--- config.mk ---
export PLATFORM = sky130hd
export DESIGN_NAME = mmio_input_port
export DESIGN_NICKNAME = d
export VERILOG_FILES = /design/src/rtl/mmio_pkg.sv /design/src/rtl/input_debouncer.sv /design/src/rtl/mmio_input_port.sv
export SDC_FILE = /design/constraint.sdc
export NUM_CORES = 1
export LEC_CHECK = 0
export CAP_MARGIN = 15
export CORE_MARGIN = 4
export CORE_UTILIZATION = 51
export CTS_CLUSTER_SIZE = 28
export DETAILED_ROUTE_END_ITERATION = 6
export PLACE_DENSITY = 0.86
export SYNTH_ARGS = -nofsm -noshare
export SYNTH_HDL_FRONTEND = slang
export SYNTH_SLANG_ARGS = --single-unit
--- constraint.sdc ---
create_clock -name clk -period 7.6 [get_ports clk]
set_input_delay 0.76 -clock clk [delete_from_list [all_inputs] [get_ports clk]]
set_output_delay 0.76 -clock clk [all_outputs]
set_load 0.02 [all_outputs]
--- src/rtl/mmio_pkg.sv ---
// Shared register map, default window base and STATUS layout for the MMIO input port.
package mmio_pkg;

    localparam logic [31:0] DEFAULT_BASE_ADDR = 32'h0000_0400;

    localparam logic [7:0] OFF_SW_STATE = 8'h00;
    localparam logic [7:0] OFF_BTN_EDGE = 8'h04;
    localparam logic [7:0] OFF_DISP     = 8'h08;
    localparam logic [7:0] OFF_STATUS   = 8'h0C;

    localparam int unsigned STATUS_PEND_BIT = 0;
    localparam int unsigned STATUS_CNT_LSB  = 4;
    localparam int unsigned STATUS_CNT_MSB  = 11;

    typedef enum logic [2:0] {
        RegSw,
        RegBtnEdge,
        RegDisp,
        RegStatus,
        RegNone
    } reg_sel_e;

    // Byte-lane bits are ignored, so every access resolves to a whole word.
    function automatic reg_sel_e decode_offset(input logic [7:0] off);
        reg_sel_e sel;
        sel = RegNone;
        if (off[7:2] == OFF_SW_STATE[7:2]) sel = RegSw;
        if (off[7:2] == OFF_BTN_EDGE[7:2]) sel = RegBtnEdge;
        if (off[7:2] == OFF_DISP[7:2])     sel = RegDisp;
        if (off[7:2] == OFF_STATUS[7:2])   sel = RegStatus;
        return sel;
    endfunction

endpackage

--- src/rtl/input_debouncer.sv ---
// One button: 2-flop synchronizer, stability counter and a rising-edge pulse that is
// high in the cycle before the accepted state rises, so captures land on the same edge.
module input_debouncer #(
    parameter int unsigned DEBOUNCE_CYCLES = 4
) (
    input  logic i_clk,
    input  logic i_rst_n,
    input  logic i_btn,
    output logic o_rise
);

    localparam int unsigned CntW = (DEBOUNCE_CYCLES > 1) ? $clog2(DEBOUNCE_CYCLES) : 1;
    localparam logic [CntW-1:0] CntMax = CntW'(DEBOUNCE_CYCLES - 1);

    logic            r_meta;
    logic            r_sync;
    logic            r_stable;
    logic [CntW-1:0] r_cnt;
    logic            w_stable_d;
    logic [CntW-1:0] w_cnt_d;

    always_comb begin
        w_stable_d = r_stable;
        w_cnt_d    = '0;
        if (r_sync != r_stable) begin
            if (r_cnt == CntMax) begin
                w_stable_d = r_sync;
            end else begin
                w_cnt_d = r_cnt + 1'b1;
            end
        end
    end

    assign o_rise = w_stable_d & ~r_stable;

    always_ff @(posedge i_clk or negedge i_rst_n) begin
        if (!i_rst_n) begin
            r_meta   <= 1'b0;
            r_sync   <= 1'b0;
            r_stable <= 1'b0;
            r_cnt    <= '0;
        end else begin
            r_meta   <= i_btn;
            r_sync   <= r_meta;
            r_stable <= w_stable_d;
            r_cnt    <= w_cnt_d;
        end
    end

endmodule

--- src/rtl/mmio_input_port.sv ---
// MMIO responder for switches, debounced buttons (sticky W1C edges) and the display register.
// Optional MMIO_IRQ_EN adds a registered irq_o raised while any edge flag is pending.
module mmio_input_port
    import mmio_pkg::*;
#(
    parameter logic [31:0] BASE_ADDR       = DEFAULT_BASE_ADDR,
    parameter int unsigned NUM_SW          = 16,
    parameter int unsigned NUM_BTN         = 4,
    parameter int unsigned DEBOUNCE_CYCLES = 4
) (
    input  logic               clk,
    input  logic               rst,
    input  logic [31:0]        addr_i,
    input  logic [31:0]        wdata_i,
    input  logic               we_i,
    input  logic               re_i,
    output logic               hit_o,
    output logic [31:0]        rdata_o,
    input  logic [NUM_SW-1:0]  sw_i,
    input  logic [NUM_BTN-1:0] btn_i,
    output logic [31:0]        disp_o
`ifdef MMIO_IRQ_EN
    ,
    output logic               irq_o
`endif
);

    logic [NUM_SW-1:0]  r_sw_meta;
    logic [NUM_SW-1:0]  r_sw_sync;
    logic [NUM_BTN-1:0] r_btn_edge;
    logic [7:0]         r_evt_cnt;
    logic [31:0]        r_disp;
    logic [31:0]        r_rdata;

    logic [NUM_BTN-1:0] w_rise;
    logic [NUM_BTN-1:0] w_clr_mask;
    logic [NUM_BTN-1:0] w_btn_edge_d;
    logic [7:0]         w_rise_cnt;
    logic [31:0]        w_rdata_d;
    reg_sel_e           w_sel;
    logic               w_hit;
    logic               w_w1c;
    logic               w_disp_we;

    assign w_hit     = (addr_i[31:8] == BASE_ADDR[31:8]);
    assign w_sel     = decode_offset(addr_i[7:0]);
    assign w_w1c     = w_hit & we_i & (w_sel == RegBtnEdge);
    assign w_disp_we = w_hit & we_i & (w_sel == RegDisp);

    for (genvar g = 0; g < NUM_BTN; g++) begin : g_btn
        input_debouncer #(
            .DEBOUNCE_CYCLES(DEBOUNCE_CYCLES)
        ) u_deb (
            .i_clk  (clk),
            .i_rst_n(rst),
            .i_btn  (btn_i[g]),
            .o_rise (w_rise[g])
        );
    end

    // A rise wins over a same-cycle clear of the same bit.
    assign w_clr_mask   = w_w1c ? wdata_i[NUM_BTN-1:0] : '0;
    assign w_btn_edge_d = w_rise | (r_btn_edge & ~w_clr_mask);

    always_comb begin
        w_rise_cnt = '0;
        for (int i = 0; i < NUM_BTN; i++) begin
            w_rise_cnt = w_rise_cnt + 8'(w_rise[i]);
        end
    end

    always_comb begin
        w_rdata_d = '0;
        unique case (w_sel)
            RegSw:      w_rdata_d = 32'(r_sw_sync);
            RegBtnEdge: w_rdata_d = 32'(r_btn_edge);
            RegDisp:    w_rdata_d = r_disp;
            RegStatus: begin
                w_rdata_d[STATUS_PEND_BIT]               = |r_btn_edge;
                w_rdata_d[STATUS_CNT_MSB:STATUS_CNT_LSB] = r_evt_cnt;
            end
            default:    w_rdata_d = '0;
        endcase
    end

    always_ff @(posedge clk or negedge rst) begin
        if (!rst) begin
            r_sw_meta  <= '0;
            r_sw_sync  <= '0;
            r_btn_edge <= '0;
            r_evt_cnt  <= '0;
            r_disp     <= '0;
            r_rdata    <= '0;
        end else begin
            r_sw_meta  <= sw_i;
            r_sw_sync  <= r_sw_meta;
            r_btn_edge <= w_btn_edge_d;
            r_evt_cnt  <= r_evt_cnt + w_rise_cnt;
            if (w_disp_we) begin
                r_disp <= wdata_i;
            end
            if (w_hit && re_i) begin
                r_rdata <= w_rdata_d;
            end
        end
    end

`ifdef MMIO_IRQ_EN
    logic r_irq;

    always_ff @(posedge clk or negedge rst) begin
        if (!rst) begin
            r_irq <= 1'b0;
        end else begin
            r_irq <= |w_btn_edge_d;
        end
    end

    assign irq_o = r_irq;
`endif

    assign hit_o   = w_hit;
    assign rdata_o = r_rdata;
    assign disp_o  = r_disp;

endmodule

==> impl_summary.txt, run 1 <==
----------------------------------------------------
[Outcome]
  Outcome ... finished clean

[STA]
  Measured slew at the worst slew-check pin ... 0.814 ns
  Final-report hold violation count ... 0
  Slew margin rel. ... 0.458
  Final hold slack ... 0.346 ns
  Worst Skew ... 0.00925 ns
  Post-layout min period ... 3.48 ns
  Total negative setup slack ... 0 ns
  Fmax ... 0.287 GHz
  RSZ-0062 raised after global routing ... false
  Pins over their slew limit ... 0
  Final period utilization ... 0.458
  Final setup violating endpoints ... 0

[Clock tree]
  Root buffer cell ... sky130_fd_sc_hd__clkbuf_8
  Number of sinks driven by the clock tree ... 128
  H-tree levels ... 4
  Number of cells upsized or downsized after cts ... 0
  Clock transition time at the flip-flop clock pins of the worst setup and hold paths ... 0.06 ns
  Clock tree from TritonCTS ... built
  TritonCTS Buffers ... 17
  Maximum clock path buffer count ... 2
  Count of hold-fix buffers inserted at cts ... 0
  Clock latency on the worst-skew pair ... 0.50 ns
  # Post-CTS Setup Buffers ... 0

[Synth]
  Count of different cell masters after synthesis ... 37
  Number of nets produced by synthesis ... 479
  Number of synthesized register bits ... 128
  Cell types occupying the most area after synthesis ... sky130_fd_sc_hd__dfrtp_1, sky130_fd_sc_hd__mux2_4, sky130_fd_sc_hd__o21ai_1
  Summed instance area of the synthesized netlist ... 0.00512 sq mm
  Cell count after synthesis ... 383
  Most instantiated library cell after synthesis ... sky130_fd_sc_hd__dfrtp_1
  Synth warn ... 0
  Post-synth top cells ... sky130_fd_sc_hd__dfrtp_1, sky130_fd_sc_hd__o21ai_1, sky130_fd_sc_hd__nand2_1
  Post-synth top flop ... sky130_fd_sc_hd__dfrtp_1
  Post-synth top area share ... 0.625
  Number of flops mapped to enable cells by yosys ... 0
  Part of the Yosys area used for sequential elements ... 0.625
  Top cell type by total area after synthesis ... sky130_fd_sc_hd__dfrtp_1
  Asr flop ratio synth ... 1.00
  Mean cell area of the mapped netlist ... 13.4 sq um

[Run]
  Max-capacitance violation count ... 0

[Pwr]
  Total power per unit cell area ... 234 mW/mm^2
  Switching portion of total power ... 0.232
  Reg power frac ... 0.448
  Logic gate share of total power ... 0.101
  Cell internal power dissipation ... 1.30 mW
  Switching power of the nets ... 393 uW
  Clock power share ... 0.451
  Leakage power ... 3.09 nW
  Peak supply drop ... 0.149 mV

[Layout]
  Net count of the finished layout ... 633
  Final instance area ... 0.00725 sq mm
  Share of post-route cells with drive strength above 1 ... 0.122
  Diodes inserted ... 0
  Area added between synthesis and finish ... 41.5%

[Placement]
  Final weighted congestion in routability-driven placement ... 0.781
  Hpwl dp ... 8910 um
  Port Buf Inserts ... 150
  Placed Area ... 0.00667 sq mm

[Worst setup path]
  Largest stage delay on the critical path ... 0.77 ns
  Crit path capture type ... flip-flop
  Max stage delay cell, worst path ... sky130_fd_sc_hd__and4_4
  Worst Reg-to-Reg Cells ... 8
  Worst setup slack for register-to-register paths ... 4.89 ns
  Arrival time reported for the critical path endpoint ... 3.86 ns
  Capture point of the critical path ... disp_o[1]$_DFFE_PN0P_
  Crit path required time ... 7.98 ns
  Kind of critical path ... in -> reg
  Critical Path Source Type ... primary input
  Series of cell instances along the critical path ... clkdlybuf4s50_1 > nor4_4 > and3b_1 > and4_4 > mux2_1
  Origin of the worst setup path ... addr_i[7]
  Crit Reg-Reg Endpoint ... r_evt_cnt[4]$_DFF_PN0_
  R2r startpoint ... g_btn[2].u_deb.r_cnt[0]$_DFF_PN0_
  Critical path peak fanout ... 32

[Route]
  Starting DRC count in detailed routing ... 200
  Remaining antenna violation count after routing ... 0
  Detailed-route DRC error count ... 0
  Via count ... 3654
  Total routed wirelength ... 12800 um
  Wire length per cell ... 18.7 um
  First-pass detailed-route iteration total ... 4
  Average vias per placed instance ... 5.36

[Global route]
  Vias in the first global route ... 3972
  Maximum number of pins on one net before global-route repair ... 66
  Remaining global-route overflow ... 0
  Number of antenna violations at the first check in global routing ... 0
  First-pass GRT wire length ... 20000 um
  Global routing usage summed across all routing layers ... 0.224

[Floorplanning]
  I/O pins ... 153
  Starting density of the core ... 0.524
  Die height ... 108 um
  Placeable Area ... 0.00977 sq mm
  Die width ... 108 um
  Rows ... 36
  Die outline area ... 0.0117 sq mm

[Hold path]
  Type of the worst min-delay path ... in -> async

----------------------------------------------------
## how the worst min path moves through the flow
stage                               startpoint  slack [ns]                         endpoint
6_report                                   rst        0.35          r_sw_meta[11]$_DFF_PN0_
5_1_grt                 r_sw_meta[5]$_DFF_PN0_        0.35           r_sw_sync[5]$_DFF_PN0_
4_1_cts                 r_sw_meta[2]$_DFF_PN0_        0.35           r_sw_sync[2]$_DFF_PN0_
3_5_place_dp   g_btn[1].u_deb.r_meta$_DFF_PN0_        0.33  g_btn[1].u_deb.r_sync$_DFF_PN0_
3_3_place_gp            r_sw_meta[6]$_DFF_PN0_        0.33           r_sw_sync[6]$_DFF_PN0_
2_1_floorplan  g_btn[0].u_deb.r_meta$_DFF_PN0_        0.33  g_btn[0].u_deb.r_sync$_DFF_PN0_
## routing by layer
layer,global-route usage,vias up,part of all wire,routed length (um)
met5,0,-,0,0
met3,0.0579,16,0.074,946
met1,0.268,1822,0.39,4940
met4,0.0839,0,0.014,177
met2,0.391,154,0.52,6700
li1,-,1662,-,-
## placed cells by master, fill, tap and decap left out, types with 8 or more instances in the layout
cell type | synthesis | routed
sky130_fd_sc_hd__clkdlybuf4s50_1 | 0 | 149
sky130_fd_sc_hd__dfrtp_1 | 128 | 128
sky130_fd_sc_hd__o21ai_1 | 57 | 57
sky130_fd_sc_hd__nand2_1 | 33 | 33
sky130_fd_sc_hd__mux2_4 | 30 | 30
sky130_fd_sc_hd__clkbuf_16 | 0 | 16
sky130_fd_sc_hd__mux2i_1 | 15 | 15
sky130_fd_sc_hd__o2bb2ai_1 | 11 | 11
sky130_fd_sc_hd__inv_1 | 9 | 9
sky130_fd_sc_hd__xnor2_1 | 9 | 9
sky130_fd_sc_hd__nand3_1 | 8 | 8
sky130_fd_sc_hd__nor2b_1 | 8 | 8
sky130_fd_sc_hd__a31oi_1 | 8 | 8
## through the flow
step / util / worst slack, ns / power (mW) / cells
2_1_floorplan: - / 4.99 / 0.850 / 383
3_3_place_gp: 0.683 / 3.64 / 0.923 / 650
3_5_place_dp: 0.683 / 3.59 / 0.943 / 650
4_1_cts: 0.740 / 4.11 / 1.71 / 681
5_1_grt: 0.742 / 3.92 / 1.76 / 682
6_report: 0.742 / 4.12 / 1.70 / 682
## critical path: cells and delay by family
family / cells / cell delay (ns)
muxes: 1 / 0.38
buffers and inverters: 1 / 0.49
and+or+nand+nor: 3 / 2.21
## kinds of logic (layout without fill, tap and decap cells)
kind of cell    Yosys count  count (layout)  synth area share
mux                      50              50             0.128
simple gates             71              71            0.0728
buf+inv                  29             195            0.0352
fa+ha+maj                 8               8            0.0239
compound gates           87              87            0.0979
xor+xnor                 10              10            0.0171
flops                   128             128             0.625
## power by group through the flow
| stage | combinational (mW) | sequential, mW | clock (mW) |
|---|---|---|---|
| 4_1_cts | 0.174 | 0.761 | 0.775 |
| 2_1_floorplan | 0.0861 | 0.764 | 0 |
| 6_report | 0.171 | 0.761 | 0.765 |
| 3_3_place_gp | 0.156 | 0.767 | 0 |
| 5_1_grt | 0.192 | 0.765 | 0.804 |
| 3_5_place_dp | 0.171 | 0.772 | 0 |
## area by class of cell
| class | instances | area [sq um] |
|---|---|---|
| flip-flops and latches | 128 | 3200 |
| fillers | 625 | 2520 |
| multi-input cells | 226 | 1740 |
| repair buffers | 155 | 1540 |
| clock buffers | 22 | 453 |
| well taps | 133 | 166 |
| clock inverters | 9 | 110 |
| inverters | 9 | 33.8 |
## state kept, by name (all words and copies together) (netlist names)
signal and flops:
disp_o 32, g_btn.u_deb.r_cnt 8, g_btn.u_deb.r_meta 4, g_btn.u_deb.r_stable 4, g_btn.u_deb.r_sync 4, r_btn_edge 4, r_evt_cnt 8, r_sw_meta 16
r_sw_sync 16, rdata_o 32
Power figures use the tool's default switching activity.
==> inputs of run 2 (changes only) <==
--- a/config.mk
+++ b/config.mk
@@ -7,10 +7,10 @@
 export LEC_CHECK = 0
 export CAP_MARGIN = 15
 export CORE_MARGIN = 4
-export CORE_UTILIZATION = 51
+export CORE_UTILIZATION = 47
 export CTS_CLUSTER_SIZE = 28
 export DETAILED_ROUTE_END_ITERATION = 6
-export PLACE_DENSITY = 0.86
+export PLACE_DENSITY = 0.8
 export SYNTH_ARGS = -nofsm -noshare
 export SYNTH_HDL_FRONTEND = slang
 export SYNTH_SLANG_ARGS = --single-unit
==> constraint.sdc (replaced) <==
create_clock -name clk -period 3.26 [get_ports clk]
set_input_delay 0.326 -clock clk [delete_from_list [all_inputs] [get_ports clk]]
set_output_delay 0.326 -clock clk [all_outputs]
set_load 0.02 [all_outputs]
==> run 2 against run 1 <==
- wire length is 0.55% higher
- sequential share of layout area shrank 0.31 points
- die area up 7.9%
- critical path depth up 3
- non-clock buffer count increased by 6
- critical endpoint is now r_evt_cnt[4]$_DFF_PN0_
==> impl_summary.txt, run 2 (synthesized netlist as in run 1, its figures left out) <==
----------------------------------------------------
[Floorplanning]
  I/O pins ... 153 (unchanged)
  Placeable Area ... 0.0105 sq mm (+7.0%)
  Die height ... 112 um (+3.9%)
  Die outline area ... 0.0126 sq mm (+7.9%)
  Die width ... 112 um (+3.9%)
  Rows ... 37 (+2.8%)
  Starting density of the core ... 0.490 (-0.0345)

[Worst setup path]
  Critical path peak fanout ... 5 (-84%)
  Max stage delay cell, worst path ... sky130_fd_sc_hd__fa_1
  Crit path capture type ... flip-flop
  Worst setup slack for register-to-register paths ... 0.55 ns (-4.34 ns)
  Sum of buffers and inverters on the critical path ... 0 (-1)
  Crit Reg-Reg Endpoint ... r_evt_cnt[4]$_DFF_PN0_
  Worst Reg-to-Reg Cells ... 8 (unchanged)
  Largest delay contributor family on the critical path ... adder cells
  Most used cell, CP ... sky130_fd_sc_hd__fa_1
  Critical Path Source Type ... flip-flop
  Largest stage delay on the critical path ... 0.52 ns (-0.25 ns)
  Kind of critical path ... reg -> reg
  Series of cell instances along the critical path ... ha_1 > nand3_1 > fa_1 > fa_1 > fa_1 > nor2b_1 > nand2_1 > xnor2_1
  Arrival time reported for the critical path endpoint ... 3.10 ns (-0.76 ns)
  Crit path required time ... 3.65 ns (-4.33 ns)
  R2r startpoint ... g_btn[0].u_deb.r_cnt[0]$_DFF_PN0_

[Route]
  First-pass detailed-route iteration total ... 5 (+1)
  Starting DRC count in detailed routing ... 216 (+8.0%)
  Remaining antenna violation count after routing ... 0 (unchanged)
  Via count ... 3671 (+0.47%)
  Average vias per placed instance ... 5.30 (-0.99%)
  Detailed-route DRC error count ... 0 (unchanged)
  Total routed wirelength ... 12800 um (+0.55%)
  Wire length per cell ... 18.5 um (-0.90%)

[Pwr]
  Switching power of the nets ... 969 uW (+150%)
  Switching portion of total power ... 0.245 (+0.0136)
  Leakage power ... 3.12 nW (+0.91%)
  Logic gate share of total power ... 0.100 (about the same)
  Reg power frac ... 0.449 (about the same)
  Cell internal power dissipation ... 2.98 mW (+130%)
  Clock power share ... 0.451 (about the same)
  Total power per unit cell area ... 541 mW/mm^2 (+130%)
  Peak supply drop ... 0.344 mV (+130%)

[STA]
  Post-layout min period ... 2.71 ns
  Fmax ... 0.369 GHz
  Total negative setup slack ... 0 ns (unchanged)
  Final-report hold violation count ... 0 (unchanged)
  Worst Skew ... 0.00536 ns (-0.00389 ns)
  Slew margin rel. ... 0.442 (-0.0156)
  Final setup violating endpoints ... 0 (unchanged)
  Pins over their slew limit ... 0 (unchanged)
  RSZ-0062 raised after global routing ... false
  Final hold slack ... 0.253 ns (-0.0923 ns)
  Final period utilization ... 0.830
  Measured slew at the worst slew-check pin ... 0.837 ns (+0.0233 ns)

[Clock tree]
  TritonCTS Buffers ... 17 (unchanged)
  Maximum clock path buffer count ... 2 (unchanged)
  Root buffer cell ... sky130_fd_sc_hd__clkbuf_8
  H-tree levels ... 4 (unchanged)
  Clock latency on the worst-skew pair ... 0.51 ns (about the same)
  Number of cells upsized or downsized after cts ... 0 (unchanged)
  Count of hold-fix buffers inserted at cts ... 1 (+1)
  Clock transition time at the flip-flop clock pins of the worst setup and hold paths ... 0.06 ns (about the same)
  Clock tree from TritonCTS ... built
  Number of sinks driven by the clock tree ... 128 (unchanged)
  # Post-CTS Setup Buffers ... 0 (unchanged)

[Hold path]
  Hold path startpoint ... btn_i[1]
  Type of the worst min-delay path ... in -> reg
  Number of cells on the worst hold path ... 1
  Worst min-delay path endpoint ... g_btn[1].u_deb.r_meta$_DFF_PN0_

[Global route]
  Global routing usage summed across all routing layers ... 0.209 (-0.0149)
  Vias in the first global route ... 3921 (-1.3%)
  Remaining global-route overflow ... 0 (unchanged)
  Maximum number of pins on one net before global-route repair ... 68 (+3.0%)
  Number of antenna violations at the first check in global routing ... 0 (unchanged)
  First-pass GRT wire length ... 20700 um (+3.3%)

[Placement]
  Placed Area ... 0.00672 sq mm (+0.73%)
  Count of placed standard cells including taps ... 659 (+1.4%)
  Final weighted congestion in routability-driven placement ... 0.833 (+6.6%)
  Hpwl dp ... 9040 um (+1.4%)
  Port Buf Inserts ... 150 (unchanged)

[Layout]
  Final instance area ... 0.00730 sq mm (+0.71%)
  Diodes inserted ... 0 (unchanged)
  Share of post-route cells with drive strength above 1 ... 0.137 (+0.0147)
  Net count of the finished layout ... 639 (+0.95%)
  Most common cell after layout, fill and taps aside ... sky130_fd_sc_hd__clkdlybuf4s50_1
  Commonest cells after routing, fill and taps aside ... sky130_fd_sc_hd__clkdlybuf4s50_1, sky130_fd_sc_hd__dfrtp_1, sky130_fd_sc_hd__o21ai_1
  Area added between synthesis and finish ... 42.5%
  Non-Filler Instances ... 692 (+1.5%)

[Run]
  Max-capacitance violation count ... 0 (unchanged)

[Outcome]
  Outcome ... finished clean

----------------------------------------------------
## run 2: cell types whose count changed in the layout (fill, tap and decap cells not counted), sizes merged
cell,change
bufinv,-1
inv,+4
buf,+5
dlygate4sd3,+1
clkbuf,-3
clkinvlp,+1
## run 2: how the worst max path moves through the flow
stage,endpoint,depth (start not counted),from,slack [ns]
6_report,r_evt_cnt[4]$_DFF_PN0_,8,g_btn[0].u_deb.r_cnt[0]$_DFF_PN0_,0.55
5_1_grt,r_evt_cnt[4]$_DFF_PN0_,8,g_btn[0].u_deb.r_cnt[0]$_DFF_PN0_,0.39
4_1_cts,r_evt_cnt[4]$_DFF_PN0_,8,g_btn[0].u_deb.r_cnt[0]$_DFF_PN0_,0.54
3_5_place_dp,r_evt_cnt[4]$_DFF_PN0_,8,g_btn[0].u_deb.r_cnt[0]$_DFF_PN0_,0.58
3_3_place_gp,disp_o[0]$_DFFE_PN0P_,5,addr_i[27],0.62
2_1_floorplan,r_evt_cnt[4]$_DFF_PN0_,8,g_btn[0].u_deb.r_cnt[0]$_DFF_PN0_,0.78
## run 2: routing by layer
layer	vias up	wire (um)	GRT usage
met5	-	0	0
met4	0	147	0.0585
met3	12	855	0.0615
met2	153	6400	0.352
met1	1829	5430	0.266
li1	1677	-	-
## run 2: per-stage QoR
| step | total power [mW] | setup slack [ns] | utilization |
|---|---|---|---|
| final | 3.95 | 0.553 | 0.698 |
| after global routing | 4.13 | 0.390 | 0.698 |
| after detailed placement | 2.19 | 0.578 | 0.643 |
| after floorplan | 1.98 | 0.776 | - |
| after global placement | 2.16 | 0.620 | 0.643 |
| after CTS | 3.99 | 0.540 | 0.698 |
## run 2: worst register-to-register path: cells and delay by family, from the launching register on
kind / cells / cell delay [ns]
xor+xnor: 1 / 0.13
fa+ha+maj: 4 / 1.67
flops: 1 / 0.35
simple gates: 3 / 0.45
## run 2: final cells by class
type | instances | area (sq um)
Sequential cell | 128 | 3200
Inverter | 9 | 33.8
Timing Repair Buffer | 161 | 1580
Fill cell | 728 | 3160
Clock buffer | 19 | 442
Clock inverter | 13 | 129
Tap cell | 136 | 170
Multi-Input combinational cell | 226 | 1740
## run 2: power groups by stage
| stage | Sequential, mW | Combinational [mW] | Clock (mW) |
|---|---|---|---|
| 2_1_floorplan | 1.78 | 0.201 | 0 |
| 3_3_place_gp | 1.79 | 0.368 | 0 |
| 3_5_place_dp | 1.80 | 0.394 | 0 |
| 4_1_cts | 1.77 | 0.403 | 1.81 |
| 5_1_grt | 1.79 | 0.450 | 1.89 |
| 6_report | 1.77 | 0.394 | 1.78 |
==> inputs of run 3 (changes only) <==
==> constraint.sdc (replaced) <==
create_clock -name clk -period 2.65 [get_ports clk]
set_input_delay 0.265 -clock clk [delete_from_list [all_inputs] [get_ports clk]]
set_output_delay 0.265 -clock clk [all_outputs]
set_load 0.02 [all_outputs]
==> run 3 against run 2 <==
- register-to-register slack lost 0.41 ns
- design area grew 2.4%
- largest cell class unchanged
- utilization rose by 1.7 points
- sequential share of layout area down 1.0 points
- wire length up 1.7%
- via count fell by 0.76%
- first-iteration DRC count rose by 6.0%
- clock-buffer cell count is the same
- sequential power grew 23%
- largest power group unchanged
- total power increased by 33%
==> impl_summary.txt, run 3 (synthesized netlist as in run 1, its figures left out) <==
----------------------------------------------------
[Outcome]
  Outcome ... finished clean

[Worst setup path]
  Critical Path Source Type ... flip-flop
  Worst setup slack for register-to-register paths ... 0.15 ns (-0.41 ns)
  Crit path required time ... 3.03 ns (-0.62 ns)
  Critical path peak fanout ... 5 (unchanged)
  R2r startpoint ... g_btn[2].u_deb.r_cnt[0]$_DFF_PN0_
  Arrival time reported for the critical path endpoint ... 2.89 ns (-0.21 ns)
  Largest stage delay on the critical path ... 0.46 ns (-0.06 ns)
  Crit Reg-Reg Endpoint ... r_evt_cnt[4]$_DFF_PN0_
  Worst Reg-to-Reg Cells ... 8 (unchanged)
  Kind of critical path ... reg -> reg
  Series of cell instances along the critical path ... ha_1 > nand3_1 > fa_1 > fa_2 > fa_2 > nor2b_2 > nand2_1 > xnor2_1
  Most used cell, CP ... sky130_fd_sc_hd__fa_2
  Max stage delay cell, worst path ... sky130_fd_sc_hd__fa_1
  Crit path capture type ... flip-flop

[Clock tree]
  TritonCTS Buffers ... 17 (unchanged)
  Number of sinks driven by the clock tree ... 128 (unchanged)
  # Post-CTS Setup Buffers ... 0 (unchanged)
  Root buffer cell ... sky130_fd_sc_hd__clkbuf_8
  H-tree levels ... 4 (unchanged)
  Clock tree from TritonCTS ... built
  Clock transition time at the flip-flop clock pins of the worst setup and hold paths ... 0.06 ns (about the same)
  Clock latency on the worst-skew pair ... 0.51 ns (about the same)
  Maximum clock path buffer count ... 2 (unchanged)

[Placement]
  Count of placed standard cells including taps ... 664 (+0.76%)
  Port Buf Inserts ... 150 (unchanged)
  Final weighted congestion in routability-driven placement ... 0.829 (-0.46%)
  Hpwl dp ... 9090 um (+0.56%)
  Post-Place Worst Slack ... 0.0112 ns (-0.567 ns)

[STA]
  Final-report hold violation count ... 0 (unchanged)
  Worst Skew ... 0.00738 ns (+0.00203 ns)
  Crit path setup slack, layout ... 0.148 ns (-0.405 ns)
  RSZ-0062 raised after global routing ... false
  Slew margin rel. ... 0.595 (+0.153)
  Fmax ... 0.400 GHz (+8.2%)
  Final period utilization ... 0.944 (+0.114)
  Final setup violating endpoints ... 0 (unchanged)
  Total negative setup slack ... 0 ns (unchanged)
  Pins over their slew limit ... 0 (unchanged)
  Measured slew at the worst slew-check pin ... 0.607 ns (-0.230 ns)
  Post-layout min period ... 2.50 ns (-0.205 ns)

[Route]
  Detailed-route DRC error count ... 0 (unchanged)
  First-pass detailed-route iteration total ... 4 (-1)
  Average vias per placed instance ... 5.23 (-1.5%)
  Starting DRC count in detailed routing ... 229 (+6.0%)
  Remaining antenna violation count after routing ... 0 (unchanged)
  Via count ... 3643 (-0.76%)
  Total routed wirelength ... 13000 um (+1.7%)
  Wire length per cell ... 18.7 um (+0.98%)

[Layout]
  Most common cell after layout, fill and taps aside ... sky130_fd_sc_hd__clkdlybuf4s50_1
  Final Core Density ... 0.715 (+0.0169)
  Diodes inserted ... 0 (unchanged)
  Net count of the finished layout ... 644 (+0.78%)
  Area added between synthesis and finish ... 45.9%
  Non-Filler Instances ... 697 (+0.72%)
  FILL cells ... 704 (-3.3%)
  Share of post-route cells with drive strength above 1 ... 0.148 (+0.0113)
  Commonest cells after routing, fill and taps aside ... sky130_fd_sc_hd__clkdlybuf4s50_1, sky130_fd_sc_hd__dfrtp_1, sky130_fd_sc_hd__o21ai_1

[Floorplanning]
  Die height ... 112 um (unchanged)
  Rows ... 37 (unchanged)
  I/O pins ... 153 (unchanged)
  Placeable Area ... 0.0105 sq mm (unchanged)
  Die width ... 112 um (unchanged)
  Starting density of the core ... 0.490 (unchanged)
  Die outline area ... 0.0126 sq mm (unchanged)

[Pwr]
  Post-layout total power ... 5.27 mW (+33%)
  Leakage power ... 3.21 nW (+2.9%)
  Total power per unit cell area ... 705 mW/mm^2 (+30%)
  Peak supply drop ... 0.367 mV (+6.8%)

[Hold path]
  Worst min-delay path endpoint ... r_sw_meta[0]$_DFF_PN0_
  Hold path startpoint ... sw_i[0]
  Type of the worst min-delay path ... in -> reg
  Number of cells on the worst hold path ... 1 (unchanged)

[Global route]
  Vias in the first global route ... 3984 (+1.6%)
  Global routing usage summed across all routing layers ... 0.216 (+0.00712)
  Number of antenna violations at the first check in global routing ... 0 (unchanged)
  Remaining global-route overflow ... 0 (unchanged)
  First-pass GRT wire length ... 21500 um (+4.1%)
  Maximum number of pins on one net before global-route repair ... 64 (-5.9%)

[Run]
  Max-capacitance violation count ... 0 (unchanged)

----------------------------------------------------
[run 3: cell types whose count changed in the layout (fill, tap and decap cells not counted), moves of 2 or more]
cell and change:
sky130_fd_sc_hd__bufinv_16 +5, sky130_fd_sc_hd__buf_12 +3, sky130_fd_sc_hd__clkinvlp_4 -3, sky130_fd_sc_hd__buf_4 +2
sky130_fd_sc_hd__fa_1 -2, sky130_fd_sc_hd__fa_2 +2
[run 3: worst max path at each step]
| stage | end | slack [ns] | startpoint |
|---|---|---|---|
| after floorplan | r_evt_cnt[4]$_DFF_PN0_ | 0.17 | g_btn[0].u_deb.r_cnt[0]$_DFF_PN0_ |
| after global placement | r_evt_cnt[6]$_DFF_PN0_ | 0.09 | g_btn[2].u_deb.r_cnt[0]$_DFF_PN0_ |
| after detailed placement | r_evt_cnt[4]$_DFF_PN0_ | 0.01 | g_btn[2].u_deb.r_cnt[0]$_DFF_PN0_ |
| after CTS | r_evt_cnt[4]$_DFF_PN0_ | 0.02 | g_btn[2].u_deb.r_cnt[0]$_DFF_PN0_ |
| after global routing | r_evt_cnt[4]$_DFF_PN0_ | 0.03 | g_btn[2].u_deb.r_cnt[0]$_DFF_PN0_ |
| final | r_evt_cnt[4]$_DFF_PN0_ | 0.15 | g_btn[2].u_deb.r_cnt[0]$_DFF_PN0_ |
[run 3: repair_timing]
item | 4_1_cts | 5_1_grt
endpoints found under the hold margin | 46 | 0
gates cloned | 0 | 0
endpoints found under the setup margin | 1 | 2
hold buffers | 1 | 0
resized for setup | 1 | 2
[run 3: area by class of cell]
cell class,count,area (sq um),area share
clock buffers,19,432,0.0577
clock inverters,13,233,0.0311
inverters,9,33.8,0.00452
multi-input cells,226,1750,0.234
flip-flops and latches,128,3200,0.428
well taps,136,170,0.0228
repair buffers,166,1660,0.222
[run 3: critical path: cells and delay by family, from the launching register on]
| family | cells | cell delay (ns) |
|---|---|---|
| adder cells (fa/ha/maj) | 4 | 1.50 |
| flip-flops | 1 | 0.38 |
| AND/OR/NAND/NOR | 3 | 0.36 |
| XOR/XNOR | 1 | 0.13 |
[run 3: layer usage]
metal / GRT usage / part of all wire
met5: 0 / 0
met4: 0.0657 / 0.020
met3: 0.0728 / 0.076
met2: 0.362 / 0.50
met1: 0.267 / 0.40
[run 3: where the power goes]
group	leakage, nW	switching, mW	total [mW]	internal (mW)
Sequential	1.65	0.0886	2.18	2.10
Combinational	1.23	0.226	0.496	0.270
Clock	0.323	0.845	2.59	1.75
[run 3: per-stage QoR]
step | area, sq um | hold slack (ns)
floorplan | 5120 | -0.0306
global placement | 6800 | 0.303
detailed placement | 6800 | 0.313
CTS | 7470 | 0.176
global route | 7480 | 0.168
finish | 7480 | 0.193
